## src/rtl/reorder_buffer_pkg.sv

```systemverilog
`default_nettype none
// ============================================================================
//  Module   : reorder_buffer_pkg
//  Brief    : Shared constants and entry type for the reorder buffer.
//  Revision : 1.0 - initial release
// ============================================================================
package reorder_buffer_pkg;

    localparam int REG_ID_W          = 5;
    localparam int XLEN              = 32;
    localparam int DEFAULT_DEPTH_LOG = 3;

    // One in-flight instruction: allocated, result captured, destination.
    typedef struct packed {
        logic                valid;
        logic                done;
        logic [REG_ID_W-1:0] rd;
        logic [XLEN-1:0]     data;
    } rob_entry_t;

endpackage : reorder_buffer_pkg
`default_nettype wire

```

## src/rtl/reorder_buffer_rob_ptr.sv

```systemverilog
`default_nettype none
// ============================================================================
//  Module   : rob_ptr
//  Brief    : Wrapping head/tail pointers plus occupancy counter.
//             inc advances tail (alloc), dec advances head (retire).
//  Revision : 1.0 - initial release
// ============================================================================
module rob_ptr
    import reorder_buffer_pkg::*;
#(
    parameter int DEPTH_LOG = DEFAULT_DEPTH_LOG
) (
    input  logic                 clk_in,
    input  logic                 rst_in,
    input  logic                 clear,
    input  logic                 inc,
    input  logic                 dec,
    output logic [DEPTH_LOG-1:0] head,
    output logic [DEPTH_LOG-1:0] tail,
    output logic [DEPTH_LOG:0]   count
);

    localparam logic [DEPTH_LOG-1:0] C_PTR_ONE = DEPTH_LOG'(1);
    localparam logic [DEPTH_LOG:0]   C_CNT_ONE = (DEPTH_LOG + 1)'(1);

    // Pointer/counter bookkeeping; pointers wrap naturally at DEPTH.
    always_ff @(posedge clk_in or negedge rst_in) begin
        if (!rst_in) begin
            head  <= '0;
            tail  <= '0;
            count <= '0;
        end else if (clear) begin
            head  <= '0;
            tail  <= '0;
            count <= '0;
        end else begin
            if (inc) tail <= tail + C_PTR_ONE;
            if (dec) head <= head + C_PTR_ONE;
            case ({inc, dec})
                2'b10:   count <= count + C_CNT_ONE;
                2'b01:   count <= count - C_CNT_ONE;
                default: count <= count;
            endcase
        end
    end

endmodule : rob_ptr
`default_nettype wire

```

## src/rtl/reorder_buffer.sv

```systemverilog
`default_nettype none
// ============================================================================
//  Module   : reorder_buffer
//  Brief    : In-order retirement buffer feeding the register-file write port.
//             Allocates on issue, captures broadcast results, retires the
//             head entry once done; flush discards all speculative entries.
//  Revision : 1.0 - initial release
// ============================================================================
module reorder_buffer
    import reorder_buffer_pkg::*;
#(
    parameter int DEPTH_LOG = DEFAULT_DEPTH_LOG
) (
    input  logic                 clk_in,
    input  logic                 rst_in,
    input  logic                 rdy_in,
    input  logic                 flush_pipline,
    input  logic                 alloc_valid,
    input  logic [REG_ID_W-1:0]  alloc_rd,
    output logic                 alloc_ready,
    output logic [DEPTH_LOG-1:0] alloc_tag,
    input  logic                 wb_valid,
    input  logic [DEPTH_LOG-1:0] wb_tag,
    input  logic [XLEN-1:0]      wb_data,
    output logic                 have_task,
    output logic [REG_ID_W-1:0]  reg_id,
    output logic                 rw,
    output logic [XLEN-1:0]      data_out,
    output logic [DEPTH_LOG:0]   count,
    output logic                 empty
);

    localparam int                 DEPTH   = 1 << DEPTH_LOG;
    localparam logic [DEPTH_LOG:0] C_DEPTH = (DEPTH_LOG + 1)'(DEPTH);

    rob_entry_t            r_entries [DEPTH];
    logic [DEPTH_LOG-1:0]  w_head;
    logic [DEPTH_LOG-1:0]  w_tail;
    logic                  w_active;
    logic                  w_alloc_fire;
    logic                  w_wb_fire;
    logic                  w_commit;
    rob_entry_t            w_head_entry;

    // Flush overrides everything; otherwise rdy_in gates all state changes.
    assign w_active     = rdy_in && !flush_pipline;
    assign alloc_ready  = (count < C_DEPTH);
    assign alloc_tag    = w_tail;
    assign empty        = (count == '0);
    assign w_head_entry = r_entries[w_head];
    assign w_alloc_fire = w_active && alloc_valid && alloc_ready;
    // Validity is the pre-edge flag, so a same-cycle allocation is not hit.
    assign w_wb_fire    = w_active && wb_valid && r_entries[wb_tag].valid;
    assign w_commit     = w_active && w_head_entry.valid && w_head_entry.done;

    rob_ptr #(
        .DEPTH_LOG (DEPTH_LOG)
    ) u_rob_ptr (
        .clk_in (clk_in),
        .rst_in (rst_in),
        .clear  (flush_pipline),
        .inc    (w_alloc_fire),
        .dec    (w_commit),
        .head   (w_head),
        .tail   (w_tail),
        .count  (count)
    );

    // Entry storage: writeback, allocation and retirement of distinct slots.
    always_ff @(posedge clk_in or negedge rst_in) begin
        if (!rst_in) begin
            for (int i = 0; i < DEPTH; i++) r_entries[i] <= '0;
        end else if (flush_pipline) begin
            for (int i = 0; i < DEPTH; i++) begin
                r_entries[i].valid <= 1'b0;
                r_entries[i].done  <= 1'b0;
            end
        end else begin
            if (w_wb_fire) begin
                r_entries[wb_tag].done <= 1'b1;
                r_entries[wb_tag].data <= wb_data;
            end
            if (w_alloc_fire) begin
                r_entries[w_tail].valid <= 1'b1;
                r_entries[w_tail].done  <= 1'b0;
                r_entries[w_tail].rd    <= alloc_rd;
            end
            // Retirement is last so it wins over a late writeback to the head.
            if (w_commit) begin
                r_entries[w_head].valid <= 1'b0;
                r_entries[w_head].done  <= 1'b0;
            end
        end
    end

    // Register-file write port: one pulse per retired entry, x0 is silent.
    always_ff @(posedge clk_in or negedge rst_in) begin
        if (!rst_in) begin
            have_task <= 1'b0;
            reg_id    <= '0;
            rw        <= 1'b0;
            data_out  <= '0;
        end else if (w_commit) begin
            have_task <= (w_head_entry.rd != '0);
            reg_id    <= w_head_entry.rd;
            rw        <= 1'b1;
            data_out  <= w_head_entry.data;
        end else begin
            have_task <= 1'b0;
        end
    end

endmodule : reorder_buffer
`default_nettype wire
```

## config.mk

```make
export PLATFORM = sky130hd
export DESIGN_NAME = reorder_buffer
export DESIGN_NICKNAME = d
export VERILOG_FILES = /design/src/rtl/reorder_buffer_pkg.sv /design/src/rtl/reorder_buffer_rob_ptr.sv /design/src/rtl/reorder_buffer.sv
export SDC_FILE = /design/constraint.sdc
export NUM_CORES = 1
export LEC_CHECK = 0
export BUFFER_PORTS_ARGS = -buffer_cell sky130_fd_sc_hd__buf_2
export CAP_MARGIN = 20
export CORE_MARGIN = 1.5
export CORE_UTILIZATION = 63
export CTS_BUF_LIST = sky130_fd_sc_hd__clkbuf_4
export CTS_CLUSTER_DIAMETER = 150
export CTS_CLUSTER_SIZE = 10
export DETAILED_ROUTE_END_ITERATION = 8
export PLACE_DENSITY = 0.82
export REMOVE_ABC_BUFFERS = 1
export SLEW_MARGIN = 20
export SYNTH_ARGS = -nofsm -noshare
export SYNTH_HDL_FRONTEND = slang
export SYNTH_SLANG_ARGS = --single-unit
```

## constraint.sdc

```tcl
create_clock -name clk_in -period 3 [get_ports clk_in]
set_clock_uncertainty 0.2 [all_clocks]
set_input_delay 0.3 -clock clk_in [delete_from_list [all_inputs] [get_ports clk_in]]
set_output_delay 0.3 -clock clk_in [all_outputs]
set_load 0.02 [all_outputs]
```

==> qor.yml <==
run_status:
  status: "completed"
synth:
  avgSynthCellArea_um2: 13.5
  synth.distinct_cells: 67
  synthFlopType: "dfrtp_1"
  ys_ff_latch: 361
  synth_top_area_share: 0.561
  yosysSeqAreaShare: 0.561
  async_flop_share: 1.00
  yosysTopAreaCell: "dfrtp_1"
  synth_edf_count: 0
  netlist_instances: 1192
  synth_common_cells: "dfrtp_1 (361), mux2_2 (321), a22oi_1 (67), nand2_1 (54), buf_2 (33)"
  netlist_area_um2: 16100
  ys_warn_count: 0
  synth_area_leaders: "dfrtp_1 (56%), mux2_2 (22%), a22oi_1 (3.1%)"
  synth.most_common_cell: "dfrtp_1"
setup_path:
  path_buf_inv: 1
  timing.rr.end: "u_rob_ptr.count[3]"
  slowest_stage: "mux4_2"
  max_stage_delay_ns: 0.52
  path_max_fanout: 3
  cp.arrival_ns: 3.09
  worstReg2RegStart: "r_entries[194]"
  crit_family: "compound AO/OA/AOI/OAI gates"
  crit_required_ns: 3.35
  setup.worst_path.end_class: "register"
  crit_chain: "and2_0 -> mux4_2 -> o21ba_2 -> nand2_1 -> inv_1 -> ha_1 -> o21ai_0 -> nand2b_1 -> o311ai_0 -> o211ai_1"
  worst-path-stages: 10
  cp-startpoint: "r_entries[194]"
  r2r_setup_slack_ns: 0.26
  critPathKind: "reg -> reg"
  reg2reg_depth: 10
  critical_path.endpoint: "u_rob_ptr.count[3]"
  startpoint_type: "register"
timing:
  finalHoldViolations: 0
  min_period_ns: 2.74
  slew_headroom: 0.285
  fin_tns_setup_ns: 0
  fmax_mhz: 364
  setup_violations: 0
  fin_crit_sh: 0.915
  slew_viol_final: 0
  worst_pin_slew_ns: 1.07
  rsz0062_at_grt: "no"
place:
  dp.cells: 1604
  dpl.hpwl_mm: 24.5
  place.gp.congestion: 0.890
  io_buffers: 93
power:
  total_power_mw: 7.67
  p_leak_nw: 8.93
  powerDensity_nw_per_um2: 424
  max-vdd-ir-drop_v: 0.000308
clock_network:
  post_cts.repair.setup_buffers: 0
  cts_tree: "built"
  cts_num_sinks: 361
  cts_resized: 0
  htreeDepth: 2
  cts_buffers: 42
  cts_buffer_depth: 3
  cts-root-buf: "clkbuf_4"
  clkTransAtPathRegs_ns: 0.14
  postCtsHoldBufs: 42
  clk_latency_ns: 0.69
floorplanning:
  ios: 94
  die_x_um: 163
  start_util: 0.642
  rows: 58
  dieArea_um2: 26500
  die_h_um: 163
  core_um2: 25100
detailed_routing:
  wl_per_cell_um: 22.7
  wirelength_mm: 38.4
  first_pass_iters: 7
  first_iter_violations: 760
  via_count: 10900
  ant_nets: 0
  routed_via_density: 6.44
  drc_errors: 0
layout:
  fill_cells: 1753
  regArea_um2: 9040
  fin_cells: 1696
  drive_gt1_frac: 0.416
  multi_input_area_um2: 6700
  final_nets: 1410
  syn_to_final_growth_pct: 12.3
  fin_util: 0.721
grt:
  grt_pass1_wl_mm: 62.1
  grt_pass1_vias: 11300
  track_usage: 0.301
  antenna_found_initial: 1
  grt_max_degree: 66
  overflow: 0
hold_path:
  hold_class: "in -> async"
flow_run:
  drv_cap: 0
[final cells by class]
class	instances	share of cell area
Sequential cell	361	0.500
Multi-Input combinational cell	744	0.370
Timing Repair Buffer	200	0.0844
Tap cell	330	0.0228
Clock buffer	46	0.0191
Inverter	11	0.00228
Clock inverter	3	0.00111
Antenna cell	1	0.000138
[logic make-up after synthesis]
kind of cell               count (synthesis)  synth area share
adders and majority gates                  4           0.00311
xor gates and xnor gates                   4           0.00217
AOI/OAI and AO/OA                        206            0.0950
muxes                                    360             0.254
and+or+nand+nor                          170            0.0590
DFF                                      361             0.561
buffers and inverters                     87            0.0263
[worst register-to-register path: cells and delay by family (launching register included)]
family          cells  cell delay, ns
compound gates      4            0.76
fa+ha+maj           1            0.31
buf+inv             1            0.06
flops               1            0.42
mux                 1            0.52
simple gates        3            0.37
[stage by stage]
step | instance area, um2 | hold slack (ns) | setup WS (ns)
detailed placement | 17300 | 0.0949 | 0.316
floorplan | 15700 | -0.196 | -1.06
CTS | 18100 | 0.0572 | 0.269
finish | 18100 | 0.0794 | 0.255
global placement | 17300 | 0.0809 | 0.388
global route | 18100 | 0.0775 | 0.155
[worst min path at each step]
stage	cells after the start	slack (ns)	start	end
3_3_place_gp	1	0.08	rst_in	data_out[19]
4_1_cts	4	0.06	alloc_valid	u_rob_ptr.tail[1]
3_5_place_dp	1	0.09	rst_in	data_out[19]
6_report	3	0.08	rst_in	asynchronous set/reset pin
2_1_floorplan	0	-0.20	rst_in	asynchronous set/reset pin
5_1_grt	3	0.08	rst_in	asynchronous set/reset pin
[report_power, final]
part           total (mW)  internal (mW)  switching [mW]  leakage (nW)
logic               0.434          0.184           0.251          3.69
clock network        2.26          0.716            1.54         0.221
registers            4.98           4.93          0.0432          5.01
total                7.67           5.83            1.84          8.93
[routing by layer]
metal | share of wire | routed length [um] | vias to the layer above | track usage
met5 | 0 | 0 | - | 0
met4 | 0.023 | 898 | 0 | 0.0934
met3 | 0.057 | 2190 | 78 | 0.0441
met2 | 0.49 | 18700 | 376 | 0.496
met1 | 0.43 | 16600 | 5690 | 0.417
li1 | - | - | 4774 | -
[placed cells by master, fill, tap and decap left out, types with 6 or more instances in the layout]
cell type / instances
a2111oi_0: 6
nand4_1: 11
nor2_1: 20
a211oi_1: 9
clkbuf_4: 46
buf_4: 55
mux4_2: 6
a22oi_1: 67
a221oi_1: 17
nand2_1: 54
a31oi_1: 10
mux2_2: 321
o211ai_1: 8
dlygate4sd3_1: 41
inv_1: 11
a221o_1: 8
nor2b_1: 7
o21ai_0: 25
buf_2: 92
and3_1: 6
mux2i_1: 28
dfrtp_1: 358
buf_12: 10
a22o_1: 7
a21oi_1: 27
nand3_1: 26
(Power assumes the default switching activity.)
